$ cat src/rtl/modexp_ctrl.sv
// Constant-time left-to-right square-and-multiply controller driving an external
// modmul pipeline; every exponent bit costs one square plus one always-issued multiply.
module modexp_ctrl #(
  parameter int EXP_W  = 255,
  parameter int MM_LAT = 3
) (
  input  logic             clk,
  input  logic             rst,
  input  logic             start,
  input  logic [254:0]     base,
  input  logic [EXP_W-1:0] exp,
  input  logic [254:0]     one,
  output logic             busy,
  output logic             done,
  output logic [254:0]     result,
  output logic [254:0]     mm_a,
  output logic [254:0]     mm_b,
  input  logic [254:0]     mm_d
);

  // state | meaning
  // IDLE  | waiting for start, result held
  // SQR   | acc*acc in flight on the modmul
  // MUL   | acc*base in flight, kept only when the exponent bit is set
  typedef enum logic [1:0] {IDLE, SQR, MUL} state_t;

  localparam int IW = (EXP_W > 1) ? $clog2(EXP_W) : 1;
  localparam int WW = (MM_LAT > 1) ? $clog2(MM_LAT) : 1;

  state_t           state_q, state_d;
  logic [254:0]     acc_q, base_q;
  logic [EXP_W-1:0] exp_q;
  logic [IW-1:0]    i_q;
  logic [WW-1:0]    w_q;
  logic             op_last;
  logic [254:0]     acc_new;

  always_comb begin
    state_d = state_q;
    op_last = (w_q == WW'(MM_LAT - 1));
    // The only exponent-dependent decision: which value the accumulator keeps.
    acc_new = exp_q[i_q] ? mm_d : acc_q;
    case (state_q)
      IDLE:    if (start) state_d = SQR;
      SQR:     if (op_last) state_d = MUL;
      MUL:     if (op_last) state_d = (i_q == '0) ? IDLE : SQR;
      default: state_d = IDLE;
    endcase
  end

  always_ff @(posedge clk) begin
    if (rst) state_q <= IDLE;
    else     state_q <= state_d;
  end

  always_ff @(posedge clk) begin
    if (rst) begin
      acc_q  <= '0;
      base_q <= '0;
      exp_q  <= '0;
      i_q    <= '0;
      w_q    <= '0;
      busy   <= 1'b0;
      done   <= 1'b0;
      result <= '0;
      mm_a   <= '0;
      mm_b   <= '0;
    end else begin
      done <= 1'b0;
      case (state_q)
        IDLE: begin
          if (start) begin
            base_q <= base;
            exp_q  <= exp;
            acc_q  <= one;
            i_q    <= IW'(EXP_W - 1);
            w_q    <= '0;
            mm_a   <= one;
            mm_b   <= one;
            busy   <= 1'b1;
          end
        end
        SQR: begin
          if (op_last) begin
            acc_q <= mm_d;
            mm_a  <= mm_d;
            mm_b  <= base_q;
            w_q   <= '0;
          end else begin
            w_q <= w_q + 1'b1;
          end
        end
        MUL: begin
          if (op_last) begin
            acc_q <= acc_new;
            w_q   <= '0;
            if (i_q != '0) begin
              i_q  <= i_q - 1'b1;
              mm_a <= acc_new;
              mm_b <= acc_new;
            end else begin
              result <= acc_new;
              done   <= 1'b1;
              busy   <= 1'b0;
            end
          end else begin
            w_q <= w_q + 1'b1;
          end
        end
        default: ;
      endcase
    end
  end

endmodule

$ cat config.mk
export PLATFORM = sky130hd
export DESIGN_NAME = modexp_ctrl
export DESIGN_NICKNAME = d
export VERILOG_FILES = /design/src/rtl/modexp_ctrl.sv
export SDC_FILE = /design/constraint.sdc
export NUM_CORES = 2
export LEC_CHECK = 0
export CELL_PAD_IN_SITES_DETAIL_PLACEMENT = 0
export CELL_PAD_IN_SITES_GLOBAL_PLACEMENT = 2
export CORE_AREA = 3 3 706 708
export CTS_CLUSTER_DIAMETER = 200
export DETAILED_ROUTE_END_ITERATION = 12
export DIE_AREA = 0 0 709 711
export DONT_BUFFER_PORTS = 1
export PLACE_DENSITY = 0.4
export REMOVE_ABC_BUFFERS = 1
export SLEW_MARGIN = 20
export SYNTH_ARGS = -nofsm -noshare
export SYNTH_HDL_FRONTEND = slang
export SYNTH_SLANG_ARGS = --single-unit
$ cat constraint.sdc
create_clock -name clk -period 6.8 [get_ports clk]
set_clock_uncertainty 0.05 [all_clocks]
set_input_delay 1.36 -clock clk [delete_from_list [all_inputs] [get_ports clk]]
set_output_delay 1.36 -clock clk [all_outputs]
set_load 0.02 [all_outputs]
# Yosys cells after proc, flatten, opt, wreduce, memory -nomap -nowiden
# Cells that the tools add are included.
# classes
n_addsub,2
n_mul,0
div,0
magnitude_cmp,1
eq_ne,8
n_shift,0
muxes,29
bitwise_logic,3
reduce_logical,16
# op_table
operator,count
255-bit one-hot mux with 3 select lines,3
255-bit 2-to-1 mux,7
8-bit 2-to-1 mux,3
8-bit one-hot mux with 2 select lines,1
4-bit AND reduction,3
2-bit 2-to-1 mux,5
2-bit inequality test (second input constant),5
8-bit by 9-bit less-than comparator with 1-bit output (second input constant),1
1-bit binary-select mux with 8-bit select,1
8-bit zero test,1
8-bit nonzero test,1
8-bit by 1-bit subtractor with 8-bit output (second input constant),1
1-bit 2-to-1 mux,6
2-bit one-hot mux with 3 select lines,1
3-bit AND reduction,2
5-bit AND reduction,1
2-bit equality test (second input constant),2
2-bit one-hot mux with 2 select lines,1
2-bit AND reduction,2
2-bit nonzero test,2
1-bit NOT,3
3-bit nonzero test,1
3-bit OR reduction,1
2-bit by 1-bit adder with 2-bit output (second input constant),1
4 further kinds,4
# word_totals
regBits,1544
latchBits,0
mem_bits_rw,0
rom_bits,0
inputBits,1023
out_inout_bits,767
elab_cells,70
mem_count,0

# Longest topological paths before layout
# logic_depth
depth_word,6
mapped_depth,16
ltp_nobuf,10

# Worst setup path after synthesis
# OpenSTA, ideal clock, no wires.
# synth_path
path_type,input to register
from,in start
to,reg mm_b[171]
arrival_ps,3166
setup_slack_ps,3472
cell_stages,9
n_path_buf,3
path_cell_list,nor2b_1 or2_2 clkbuf_1 nor2_1 nand2_1 clkbuf_1 clkbuf_1 a221oi_1 a2111oi_1
# synth_between
elab_chain_cells,2
# synth_lines
item,line,source
from (decl),9,"input logic start,"
2-bit inequality test (no line),-,
5-bit AND reduction (no line),-,
to (signal assigned),79,mm_b <= one;
to (signal assigned),87,mm_b <= base_q;
to (signal assigned),100,mm_b <= acc_new;
to (decl),17,"output logic [254:0] mm_b,"
# No other way between the ends.
# A chain may end at the register's enable or synchronous reset.

==> impl_metrics.tcl <==
set metrics [dict create \
    status "completed" \
    place_inst 13659 \
    path_class "primary input to register" \
    hold_viol_final 0 \
    rsz0062_at_grt "false" \
    start_util_pct 13.8 \
    crit_top_cell "buf_16" \
    ir_drop_mv 0.222 \
    synth_area_leader_cell "dfxtp_1" \
    nFillCells 55266 \
    finalWirelength_um 464000 \
    worstPathArrival_ps 5740 \
    crit_path_max_fanout 187 \
    ant_nets 0 \
    period_needed_ps 5110 \
    clk_latency_ps 900 \
    root_buffer "clkbuf_16" \
    path_delay_family "buffers and inverters" \
    io_pins 1790 \
    post-route-util_pct 16.6 \
    regArea_mm2 0.0309 \
    grt_overflow 0 \
    syn-instance-count 7815 \
    tightest_slew_ps 1190 \
    syn_area_mm2 0.0680 \
    synth_top_area_share_pct 45.5 \
    setup_ws_ps 1690 \
    p_leak_nw 27.8 \
    viasPerCell 4.42 \
    yosysSeqAreaShare_pct 45.5 \
    die-area_mm2 0.504 \
    async_flop_share_pct 0 \
    cts_made_buffers 213 \
    max_slew_margin_pct 20.5 \
    yosysUniqueCellTypes 57 \
    fin_hold_ws_ps 402 \
    endpoint_kind "register" \
    nets 8405 \
    rrSetupSlack_ps 1810 \
    startpoint_type "primary input" \
    design_area_mm2 0.0819 \
    clk_pin_slew_ps 60 \
    drt-initial-drc-count 4445 \
    post-place-ws_ps 1130 \
    std_cell_rows 258 \
    path_cells "buf_16, buf_16, buf_16, buf_16, buf_16, nor2b_4, buf_4, o211ai_1, o22ai_1" \
    wl_per_cell_um 32.9 \
    cts_hold_buf 0 \
    clockBufferDepth 4 \
    cts.sinks 1544 \
    first_pass_iters 5 \
    antenna_found_initial 113 \
    ys_ff_latch 1544 \
    stdcell_count 14091 \
    hold_path_class "register to register" \
    synth-edff-count 0 \
    die_w_um 709 \
    finalSetupViolations 0 \
    cap_viol_max_count 0 \
    synth.area.top_cells "dfxtp_1 45%, nand2_1 6.8%, a21oi_1 6.3%" \
    port_buffers 0 \
    drive_above_1_share_pct 14.4 \
    slew_viol_final 0 \
    cts-resized-gates 0 \
    total_power_mw 30.6 \
    placed_cell_area_mm2 0.0747 \
    post_cts_buffers 0 \
    syn_area_per_cell_um2 8.70 \
    vias 62248 \
    cp.buffers_inverters 6 \
    grt_pass1_vias 61444 \
    cpPeakStageDelay_ps 540 \
    grt_pass1_wl_um 613000 \
    synth_ff_type "dfxtp_1" \
    power_density_mw_per_mm2 374 \
    grt_max_degree 249 \
    worstPathRequired_ps 7430 \
    period_share_pct 75.1 \
    cts.htree.levels 4 \
    grt.total_usage_pct 17.6 \
    fmax_ghz 0.196 \
    final_common_cell "dfxtp_1" \
    cp_slowest_cell "buf_16" \
    setup-tns-final_ps 0 \
    die_h_um 711 \
    drc 0 \
    ys_warn_count 0 \
    place.gp.congestion 0.840 \
    cts_tree "yes" \
    multi_input_area_mm2 0.0338 \
    mostFrequentLayoutCells "1541 x dfxtp_1, 1236 x nand2_1, 1043 x nor2_1" \
    dp_hpwl_um 338000 \
    area_growth_pct 20.4 \
    core_area_mm2 0.493 \
]
[state kept, by name (all words and copies together), names as in the netlist]
signal,flops
done,1
busy,1
exp_q,255
result,255
mm_b,255
base_q,255
acc_q,255
state_q,2
mm_a,255
w_q,2
i_q,8
[synth_stat cells (17+ instances only)]
master	n
a2111oi_1	169
a211oi_1	26
a21oi_1	862
a221oi_1	124
a221oi_2	240
a22oi_1	21
buf_1	59
buf_2	19
buf_6	17
clkbuf_1	693
dfxtp_1	1544
mux2_2	68
mux2_4	180
mux2i_1	37
mux4_2	49
nand2_1	1239
nand3_1	459
nor2_1	1047
nor3_1	252
o211ai_2	51
o21ai_0	79
o21ai_1	29
o22ai_1	69
o41ai_1	362
[worst paths after layout]
check,cells past startpoint,from,endpoint
max,9,rst,mm_b[253]$_SDFFE_PP0P_
min,2,exp_q[232]$_SDFFE_PP0P_,exp_q[232]$_SDFFE_PP0P_
max reg2reg,11,i_q[0]$_SDFFE_PP0P_,acc_q[57]$_SDFFE_PP0P_
min reg2reg,2,exp_q[232]$_SDFFE_PP0P_,exp_q[232]$_SDFFE_PP0P_
[cell families (layout without fill, tap and decap cells)]
logic type | Yosys count | after routing | share of synthesized area (%)
simple gates | 3034 | 3034 | 18.2
compound gates | 2076 | 2076 | 23.9
flops | 1544 | 1544 | 45.5
buf+inv | 815 | 546 | 4.95
mux | 334 | 334 | 7.27
fa+ha+maj | 6 | 6 | 0.110
xor+xnor | 6 | 6 | 0.0773
other cells | 0 | 45 | 0
[layout make-up]
type,count,area share (%)
sequential,1544,37.8
clock inverter,48,0.790
timing repair buffer,154,2.25
clock buffer,337,7.75
tap,6500,9.93
inverter,7,0.0504
antenna,45,0.138
multi-input combinational,5456,41.3
[where the power goes]
group | switching, mW | internal, mW | leakage, nW | total, mW
logic | 4.62 | 2.31 | 11.7 | 6.93
registers | 1.98 | 10.2 | 12.7 | 12.2
clock network | 4.77 | 6.76 | 3.42 | 11.5
[layer usage]
metal | global-route usage (%) | vias up | wire, µm
met5 | 0 | - | 253
met4 | 5.77 | 38 | 16600
met3 | 5.56 | 589 | 37600
met2 | 31.2 | 2231 | 232000
met1 | 19.7 | 31767 | 178000
li1 | - | 27623 | -
[worst reg2reg max path: cells and delay by family (launching register included)]
family | cells | cell delay, ps
buffers and inverters | 3 | 1020
AO/OA/AOI/OAI | 6 | 1530
multiplexers | 2 | 1410
flip-flops | 1 | 760
Power figures use the tool's default switching activity.
